File: config.mk
export PLATFORM = sky130hd
export DESIGN_NAME = multicycle_control_unit
export DESIGN_NICKNAME = d
export VERILOG_FILES = /design/src/rtl/multicycle_control_unit.sv
export SDC_FILE = /design/constraint.sdc
export NUM_CORES = 1
export LEC_CHECK = 0
export CORE_MARGIN = 10
export CORE_UTILIZATION = 50
export DETAILED_ROUTE_END_ITERATION = 8
export GPL_ROUTABILITY_DRIVEN = 1
export GPL_TIMING_DRIVEN = 0
export HOLD_SLACK_MARGIN = 0.06
export PLACE_DENSITY_LB_ADDON = 0.15
export RECOVER_POWER = 100
export SETUP_SLACK_MARGIN = 0.2
export SLEW_MARGIN = 40
export SYNTH_ARGS = -nofsm -noshare
export SYNTH_HDL_FRONTEND = slang
export SYNTH_SLANG_ARGS = --single-unit
File: constraint.sdc
create_clock -name clk -period 2.95 [get_ports clk]
set_input_delay 0.7375 -clock clk [delete_from_list [all_inputs] [get_ports clk]]
set_output_delay 0.7375 -clock clk [all_outputs]
set_load 0.02 [all_outputs]
File: src/rtl/multicycle_control_unit.sv
// Multi-cycle instruction sequencer: memory handshake, datapath strobes and a retired-instruction counter.
// Optional build macro MCU_MEM_TIMEOUT_EN adds a memory-wait watchdog that pulses mem_err and refetches.
module multicycle_control_unit #(
    parameter int OPCODE_W       = 4,
    parameter int ALU_OP_W       = 4,
    parameter int CNT_W          = 16,
    parameter int TIMEOUT_CYCLES = 255
) (
    input  logic                clk,
    input  logic                rst_n,
    input  logic [OPCODE_W-1:0] instr_opcode,
    input  logic                zero_flag,
    input  logic                mem_ack,
    input  logic                stall,
    output logic                mem_req,
    output logic                mem_we,
    output logic                mem_is_fetch,
    output logic                ir_load,
    output logic                pc_inc,
    output logic                pc_load,
    output logic                reg_write,
    output logic                mem_to_reg,
    output logic                imm_load,
    output logic [ALU_OP_W-1:0] alu_op,
    output logic                illegal_op,
    output logic                mem_err,
    output logic [CNT_W-1:0]    retired,
    output logic [2:0]          state
);

    // state  | meaning
    // FETCH  | instruction fetch request outstanding
    // DECODE | classify opcode, latch it into op_q
    // EXEC   | single ALU cycle
    // MEM    | data load/store request outstanding
    // WB     | register-file write
    // BRANCH | conditional PC load
    typedef enum logic [2:0] {
        S_FETCH  = 3'd0,
        S_DECODE = 3'd1,
        S_EXEC   = 3'd2,
        S_MEM    = 3'd3,
        S_WB     = 3'd4,
        S_BRANCH = 3'd5
    } state_t;

    localparam logic [3:0] OP_LDR = 4'h8;
    localparam logic [3:0] OP_STR = 4'h9;
    localparam logic [3:0] OP_IMM = 4'hB;
    localparam logic [3:0] OP_JMP = 4'hC;
    localparam logic [3:0] OP_BEQ = 4'hD;
    localparam logic [3:0] OP_BNE = 4'hE;
    localparam logic [3:0] OP_NOP = 4'hF;

    if (ALU_OP_W < 4 || OPCODE_W < 4 || TIMEOUT_CYCLES < 1) begin : g_param_check
        $error("multicycle_control_unit: unsupported parameter set");
    end

    state_t                state_q, state_d;
    logic                  mem_req_q, mem_req_d;
    logic [3:0]            op_q, op_d;
    logic [ALU_OP_W-1:0]   alu_op_q, alu_op_d;
    logic [CNT_W-1:0]      retired_q, retired_d;
    logic                  ack_ok;
    logic                  timeout;
    logic                  opc_illegal;
    logic [3:0]            opc4;
    logic                  retire;
    logic                  br_taken;

    assign ack_ok      = mem_req_q & mem_ack;
    assign opc_illegal = |(instr_opcode >> 4);
    assign opc4        = instr_opcode[3:0];

`ifdef MCU_MEM_TIMEOUT_EN
    localparam int WAIT_W = $clog2(TIMEOUT_CYCLES + 1);
    logic [WAIT_W-1:0] wait_q, wait_d;

    // Down-counter reloads whenever no request is waiting; an ack in the terminal cycle wins.
    always_comb begin
        timeout = mem_req_q & ~mem_ack & (wait_q == '0);
        if (mem_req_q && !mem_ack && wait_q != '0) begin
            wait_d = wait_q - WAIT_W'(1);
        end else begin
            wait_d = WAIT_W'(TIMEOUT_CYCLES - 1);
        end
    end

    always_ff @(posedge clk or negedge rst_n) begin
        if (!rst_n) begin
            wait_q <= WAIT_W'(TIMEOUT_CYCLES - 1);
        end else begin
            wait_q <= wait_d;
        end
    end

    assign mem_err = timeout;
`else
    assign timeout = 1'b0;
    assign mem_err = 1'b0;
`endif

    always_comb begin
        state_d    = state_q;
        op_d       = op_q;
        alu_op_d   = alu_op_q;
        retired_d  = retired_q;
        ir_load    = 1'b0;
        pc_inc     = 1'b0;
        pc_load    = 1'b0;
        reg_write  = 1'b0;
        mem_to_reg = 1'b0;
        imm_load   = 1'b0;
        illegal_op = 1'b0;
        retire     = 1'b0;
        br_taken   = 1'b0;

        case (state_q)
            S_FETCH: begin
                if (timeout) begin
                    state_d = S_FETCH;
                end else if (ack_ok) begin
                    ir_load = 1'b1;
                    pc_inc  = 1'b1;
                    state_d = S_DECODE;
                end
            end
            S_DECODE: begin
                if (!stall) begin
                    if (opc_illegal) begin
                        illegal_op = 1'b1;
                        state_d    = S_FETCH;
                    end else begin
                        op_d     = opc4;
                        alu_op_d = ALU_OP_W'(opc4);
                        case (opc4)
                            OP_LDR, OP_STR:         state_d = S_MEM;
                            OP_JMP, OP_BEQ, OP_BNE: state_d = S_BRANCH;
                            OP_NOP: begin
                                retire  = 1'b1;
                                state_d = S_FETCH;
                            end
                            default:                state_d = S_EXEC;
                        endcase
                    end
                end
            end
            S_EXEC: begin
                if (!stall) begin
                    state_d = S_WB;
                end
            end
            S_MEM: begin
                if (timeout) begin
                    state_d = S_FETCH;
                end else if (ack_ok) begin
                    if (op_q == OP_STR) begin
                        retire  = 1'b1;
                        state_d = S_FETCH;
                    end else begin
                        state_d = S_WB;
                    end
                end
            end
            S_WB: begin
                mem_to_reg = (op_q == OP_LDR);
                imm_load   = (op_q == OP_IMM);
                if (!stall) begin
                    reg_write = 1'b1;
                    retire    = 1'b1;
                    state_d   = S_FETCH;
                end
            end
            S_BRANCH: begin
                br_taken = (op_q == OP_JMP) |
                           ((op_q == OP_BEQ) & zero_flag) |
                           ((op_q == OP_BNE) & ~zero_flag);
                if (!stall) begin
                    pc_load = br_taken;
                    retire  = 1'b1;
                    state_d = S_FETCH;
                end
            end
            default: state_d = S_FETCH;
        endcase

        // A timed-out request drops for one cycle before the refetch is issued.
        mem_req_d = ((state_d == S_FETCH) || (state_d == S_MEM)) && !timeout;
        if (state_d == S_FETCH) begin
            alu_op_d = '0;
        end
        if (retire) begin
            retired_d = retired_q + CNT_W'(1);
        end
    end

    always_ff @(posedge clk or negedge rst_n) begin
        if (!rst_n) begin
            state_q   <= S_FETCH;
            mem_req_q <= 1'b0;
            op_q      <= '0;
            alu_op_q  <= '0;
            retired_q <= '0;
        end else begin
            state_q   <= state_d;
            mem_req_q <= mem_req_d;
            op_q      <= op_d;
            alu_op_q  <= alu_op_d;
            retired_q <= retired_d;
        end
    end

    assign mem_req      = mem_req_q;
    assign mem_is_fetch = mem_req_q & (state_q == S_FETCH);
    assign mem_we       = mem_req_q & (state_q == S_MEM) & (op_q == OP_STR);
    assign alu_op       = alu_op_q;
    assign retired      = retired_q;
    assign state        = state_q;

endmodule

Word level (Yosys, flattened, before mapping)
Cells that the tools add are included.
Widths: inputs -> output; s select.
{"block": "word_totals", "out_inout_bits": 34, "reg_bits": 28, "input_bits": 9}
{"block": "classes", "reduce_logical": 9, "n_addsub": 1, "muxes": 24, "bitwise_logic": 10, "eq_ne": 19}
{"operator": "$eq 4x4->1 const B", "n": 12}
{"operator": "$mux 3", "n": 6}
{"operator": "$add 16x1->16 const B", "n": 1}
{"operator": "$pmux 3 s5", "n": 1}
{"operator": "$mux 1", "n": 12}
{"operator": "$mux 4", "n": 3}
{"operator": "$eq 3x2->1 const B", "n": 3}
{"operator": "$pmux 3 s3", "n": 1}
{"operator": "$and 1x1->1", "n": 6}
{"operator": "$eq 3x3->1 const B", "n": 2}
{"operator": "$logic_not 3->1", "n": 2}
{"operator": "$reduce_and 2->1", "n": 2}
{"operator": "$reduce_or 2->1", "n": 2}
{"operator": "$eq 3x1->1 const B", "n": 1}
{"operator": "$pmux 1 s3", "n": 1}
{"operator": "$reduce_or 3->1", "n": 1}
{"operator": "$ne 2x1->1 const B", "n": 1}
{"operator": "$not 1->1", "n": 2}
{"operator": "$or 1x1->1", "n": 2}
{"operator": "$reduce_bool 2->1", "n": 1}
{"operator": "$logic_or 1x1->1", "n": 1}

Logic depth before layout (Yosys ltp)
{"block": "logic_depth", "depth_word": 8, "ltp_mapped": 7}

Worst setup path after synthesis
No wires, ideal clock.
{"block": "synth_timing", "kind": "in2out", "start": "input mem_ack", "end": "output pc_inc", "required_ns": 2.213, "slack_ns": 0.418, "n_path_buf": 1, "cell_stages": 3, "arrival_time_ns": 1.795, "cell_sequence": "nand2_1 nor4_1 buf_4"}
{"block": "synth_between", "elab_chain_cells": 3}
{"element": "start: declaration", "line_no": "13", "rtl": "input logic mem_ack,"}
{"element": "$and 1x1->1", "line_no": "71", "rtl": "assign ack_ok = mem_req_q & mem_ack;"}
{"element": "$mux 1 (2 in series)"}
{"element": "end: declaration", "line_no": "19", "rtl": "output logic pc_inc,"}
Every way passes these cells.

Worst setup path in the final report
{"block": "layout_timing", "start": "input zero_flag", "end": "output pc_load"}
{"block": "layout_between", "elab_chain_cells": 5}
{"element": "start: declaration", "line_no": "12", "rtl": "input logic zero_flag,"}
{"element": "$and 1x1->1 / $not 1->1 (equally long branches)", "line_no": "176, 177"}
{"element": "$or 1x1->1 / $and 1x1->1 (equally long branches)", "line_no": "175, 177"}
{"element": "$or 1x1->1 (*)", "line_no": "176", "rtl": "((op_q == OP_BEQ) & zero_flag) |"}
{"element": "$mux 1 (*)", "line_no": "178", "rtl": "if (!stall) begin"}
{"element": "$mux 1 (*)", "line_no": "118", "rtl": "case (state_q)"}
{"element": "end: declaration", "line_no": "20", "rtl": "output logic pc_load,"}
Mark *: on every way between the ends. The rest lies on a longest branch, timed or not.

==> flow_metrics.env <==
export IMPL_status="finished, final reports clean"
export IMPL_place_congestion=0.829
export IMPL_cp_depth=4
export IMPL_leakagePower_nw=0.892
export IMPL_fmaxAchievable_ghz=0.353
export IMPL_diodes=0
export IMPL_power_mw=1.40
export IMPL_cts_sinks=28
export IMPL_dieArea_sq_mm=0.00555
export IMPL_fin_crit_ps=2830
export IMPL_whs_path_depth=1
export IMPL_slew_violations=0
export IMPL_async_reset_ff_share_pct=100
export IMPL_yosysSeqAreaShare_pct=47.2
export IMPL_layout_common_cells="29 x nand2_1, 28 x dfrtp_1, 24 x dlygate4sd3_1"
export IMPL_core_area_sq_mm=0.00281
export IMPL_worstRegToRegCells=6
export IMPL_peakVddDrop_uv=480
export IMPL_finalCritPeriodShare_pct=95.9
export IMPL_switchingPower_mw=0.582
export IMPL_drc=0
export IMPL_io_pins=43
export IMPL_p_int_mw=0.817
export IMPL_vias=1230
export IMPL_routed_via_density=5.59
export IMPL_synth_area_sq_mm=0.00149
export IMPL_synthCells=144
export IMPL_maxCapViolations=0
export IMPL_wire_per_inst_microns=16.1
export IMPL_clkTransAtPathRegs_ps=140
export IMPL_clockBufferDepth=2
export IMPL_postRouteAntennaNets=0
export IMPL_grt_use_met3_pct=5.45
export IMPL_yosysTopAreaCell="dfrtp_1"
export IMPL_use_met2_pct=20.7
export IMPL_fillers=253
export IMPL_placementRows=19
export IMPL_critPathLaunchType="input pin"
export IMPL_synth_edf_count=0
export IMPL_grt_max_degree=29
export IMPL_drive_above_1_share_pct=7.41
export IMPL_r2r_end="mem_req"
export IMPL_synth_cell_types=41
export IMPL_final_common_cell="nand2_1"
export IMPL_path_max_fanout=1
export IMPL_comb_power_share_pct=46.0
export IMPL_hold_class="reg2reg"
export IMPL_die_h_microns=74.5
export IMPL_root_buffer="clkbuf_4"
export IMPL_start_util_pct=52.9
export IMPL_setup_viol=0
export IMPL_end_kind="output port"
export IMPL_synth_ff_type="dfrtp_1"
export IMPL_arrival_ps=2090
export IMPL_drt_iter0_drc=87
export IMPL_grt_pass1_vias=1223
export IMPL_h_tree_depth=1
export IMPL_grt_pass1_wl_microns=5970
export IMPL_critPathMaxStageDelay_ps=460
export IMPL_wl_microns=3540
export IMPL_hp_start="retired[15]"
export IMPL_p_seq_share_pct=41.2
export IMPL_grt_util_met1_pct=17.5
export IMPL_synth_seq_cells=28
export IMPL_setup_slack_ps=121
export IMPL_synth_area_leaders="dfrtp_1 47%, xnor2_1 7.7%, nand2_1 7.3%, nand4_1 3.4%, nand3_2 2.0%"
export IMPL_crit_chain="clkdlybuf4s50_1 -> mux2_2 -> nor3_1 -> clkdlybuf4s25_1"
export IMPL_p_sw_share_pct=41.6
export IMPL_worst_ep_required_time_ps=2210
export IMPL_syn2layout_area_growth_pct=28.0
export IMPL_drtPass1Iterations=4
export IMPL_track_usage_pct=13.4
export IMPL_worst_slew_pin_slew_ps=1430
export IMPL_hold_viol=0
export IMPL_slew_headroom_pct=4.83
export IMPL_clk_latency_ps=320
export IMPL_synth_yosys_warnings=0
export IMPL_power_density_mw_per_mm2=736
export IMPL_cp_buffers_inverters=2
export IMPL_rsz0062_at_grt="true"
export IMPL_portBuffers=40
export IMPL_r2r_setup_slack_ps=480
export IMPL_cts_buffers=3
export IMPL_final_core_util_pct=67.8
export IMPL_hold_end="retired[15]"
export IMPL_final_nets=200
export IMPL_cts_tree="done"
export IMPL_gr_total_overflow=0
export IMPL_hpwl_microns=2820
export IMPL_yosys_area_top_type_share_pct=47.2
export IMPL_pre_cts_slack_ps=-248
export IMPL_avgSynthCellArea_sq_um=10.3
export IMPL_grt_busiest_layer="met2"
export IMPL_chipWidth_microns=74.5
export IMPL_grt_antenna_before_repair=0
export IMPL_path_class="in2out"
export IMPL_fin_skew_ps=9.90
export IMPL_cpLargestDelayFamily="buffers and inverters"
export IMPL_hold_worst_slack_ps=483
export IMPL_pwr_share_clk_pct=12.9
export IMPL_slowest_stage="clkdlybuf4s50_1"
export IMPL_worstReg2RegStart="state[2]"
## flip-flops by register name, indices dropped and copies added, names as in the netlist
register / count
state: 3
mem_req: 1
retired: 16
op_q: 4
alu_op: 4
## logic make-up after synthesis
kind of cell | synth area share [%]
and+or+nand+nor | 29.1
DFF | 47.2
adders and majority gates | 0.842
other | 0.252
AOI/OAI and AO/OA | 7.16
xor gates and xnor gates | 9.35
muxes | 2.19
buffers and inverters | 3.87
## metal layers
layer,up-vias,routed length (microns)
met3,4,312
met5,-,0
li1,599,-
met2,35,1620
met4,0,25
met1,592,1580
## synth_stat cells, types with 2 or more instances
master	number
a21oi_1	4
and2_1	4
and3_1	3
and4_1	2
buf_4	3
clkbuf_1	3
dfrtp_1	28
mux2_2	2
nand2_1	29
nand2b_1	2
nand3_1	3
nand3_2	3
nand3b_1	2
nand4_1	8
nand4b_1	2
nor2_1	3
nor3_1	6
o21ai_0	2
xnor2_1	13
## power groups by stage
| stage | Clock (mW) | Combinational (mW) | Sequential, mW |
|---|---|---|---|
| after floorplan | 0 | 0.340 | 0.651 |
| after global placement | 0 | 0.691 | 0.581 |
| after detailed placement | 0 | 0.699 | 0.589 |
| after CTS | 0.189 | 0.704 | 0.584 |
| after global routing | 0.208 | 0.710 | 0.597 |
| final | 0.180 | 0.643 | 0.576 |
## final cells by class
cell class / count / area, sq um / share of cell area, %
flip-flops and latches: 28 / 701 / 36.9
repair buffers: 40 / 375 / 19.7
plain buffers: 8 / 53.8 / 2.83
well taps: 31 / 38.8 / 2.04
multi-input cells: 108 / 692 / 36.4
inverters: 1 / 3.75 / 0.197
clock buffers: 4 / 36.3 / 1.91
## stage by stage
stage	cells	cell area, sq um	setup TNS [ps]
floorplan	145	1490	0
global placement	216	1930	-1150
detailed placement	216	1920	-1590
CTS	220	1970	0
global route	220	1900	0
finish	220	1900	0
## repair_timing
action | CTS | global route
setup buffers | 0 | 0
endpoints found under the setup margin | 8 | 5
gates resized for setup | 14 | 10
pin swaps | 0 | 0
hold buffers | 0 | 0
cloned | 0 | 0
## how the worst max path moves through the flow
| stage | startpoint | to | slack [ps] |
|---|---|---|---|
| 6_report | zero_flag | pc_load | 120 |
| 5_1_grt | mem_ack | pc_inc | 60 |
| 4_1_cts | mem_ack | pc_inc | 130 |
| 3_5_place_dp | mem_ack | pc_inc | -250 |
| 3_3_place_gp | mem_ack | pc_inc | -200 |
| 2_1_floorplan | mem_ack | pc_inc | 420 |
Power figures use the tool's default switching activity.
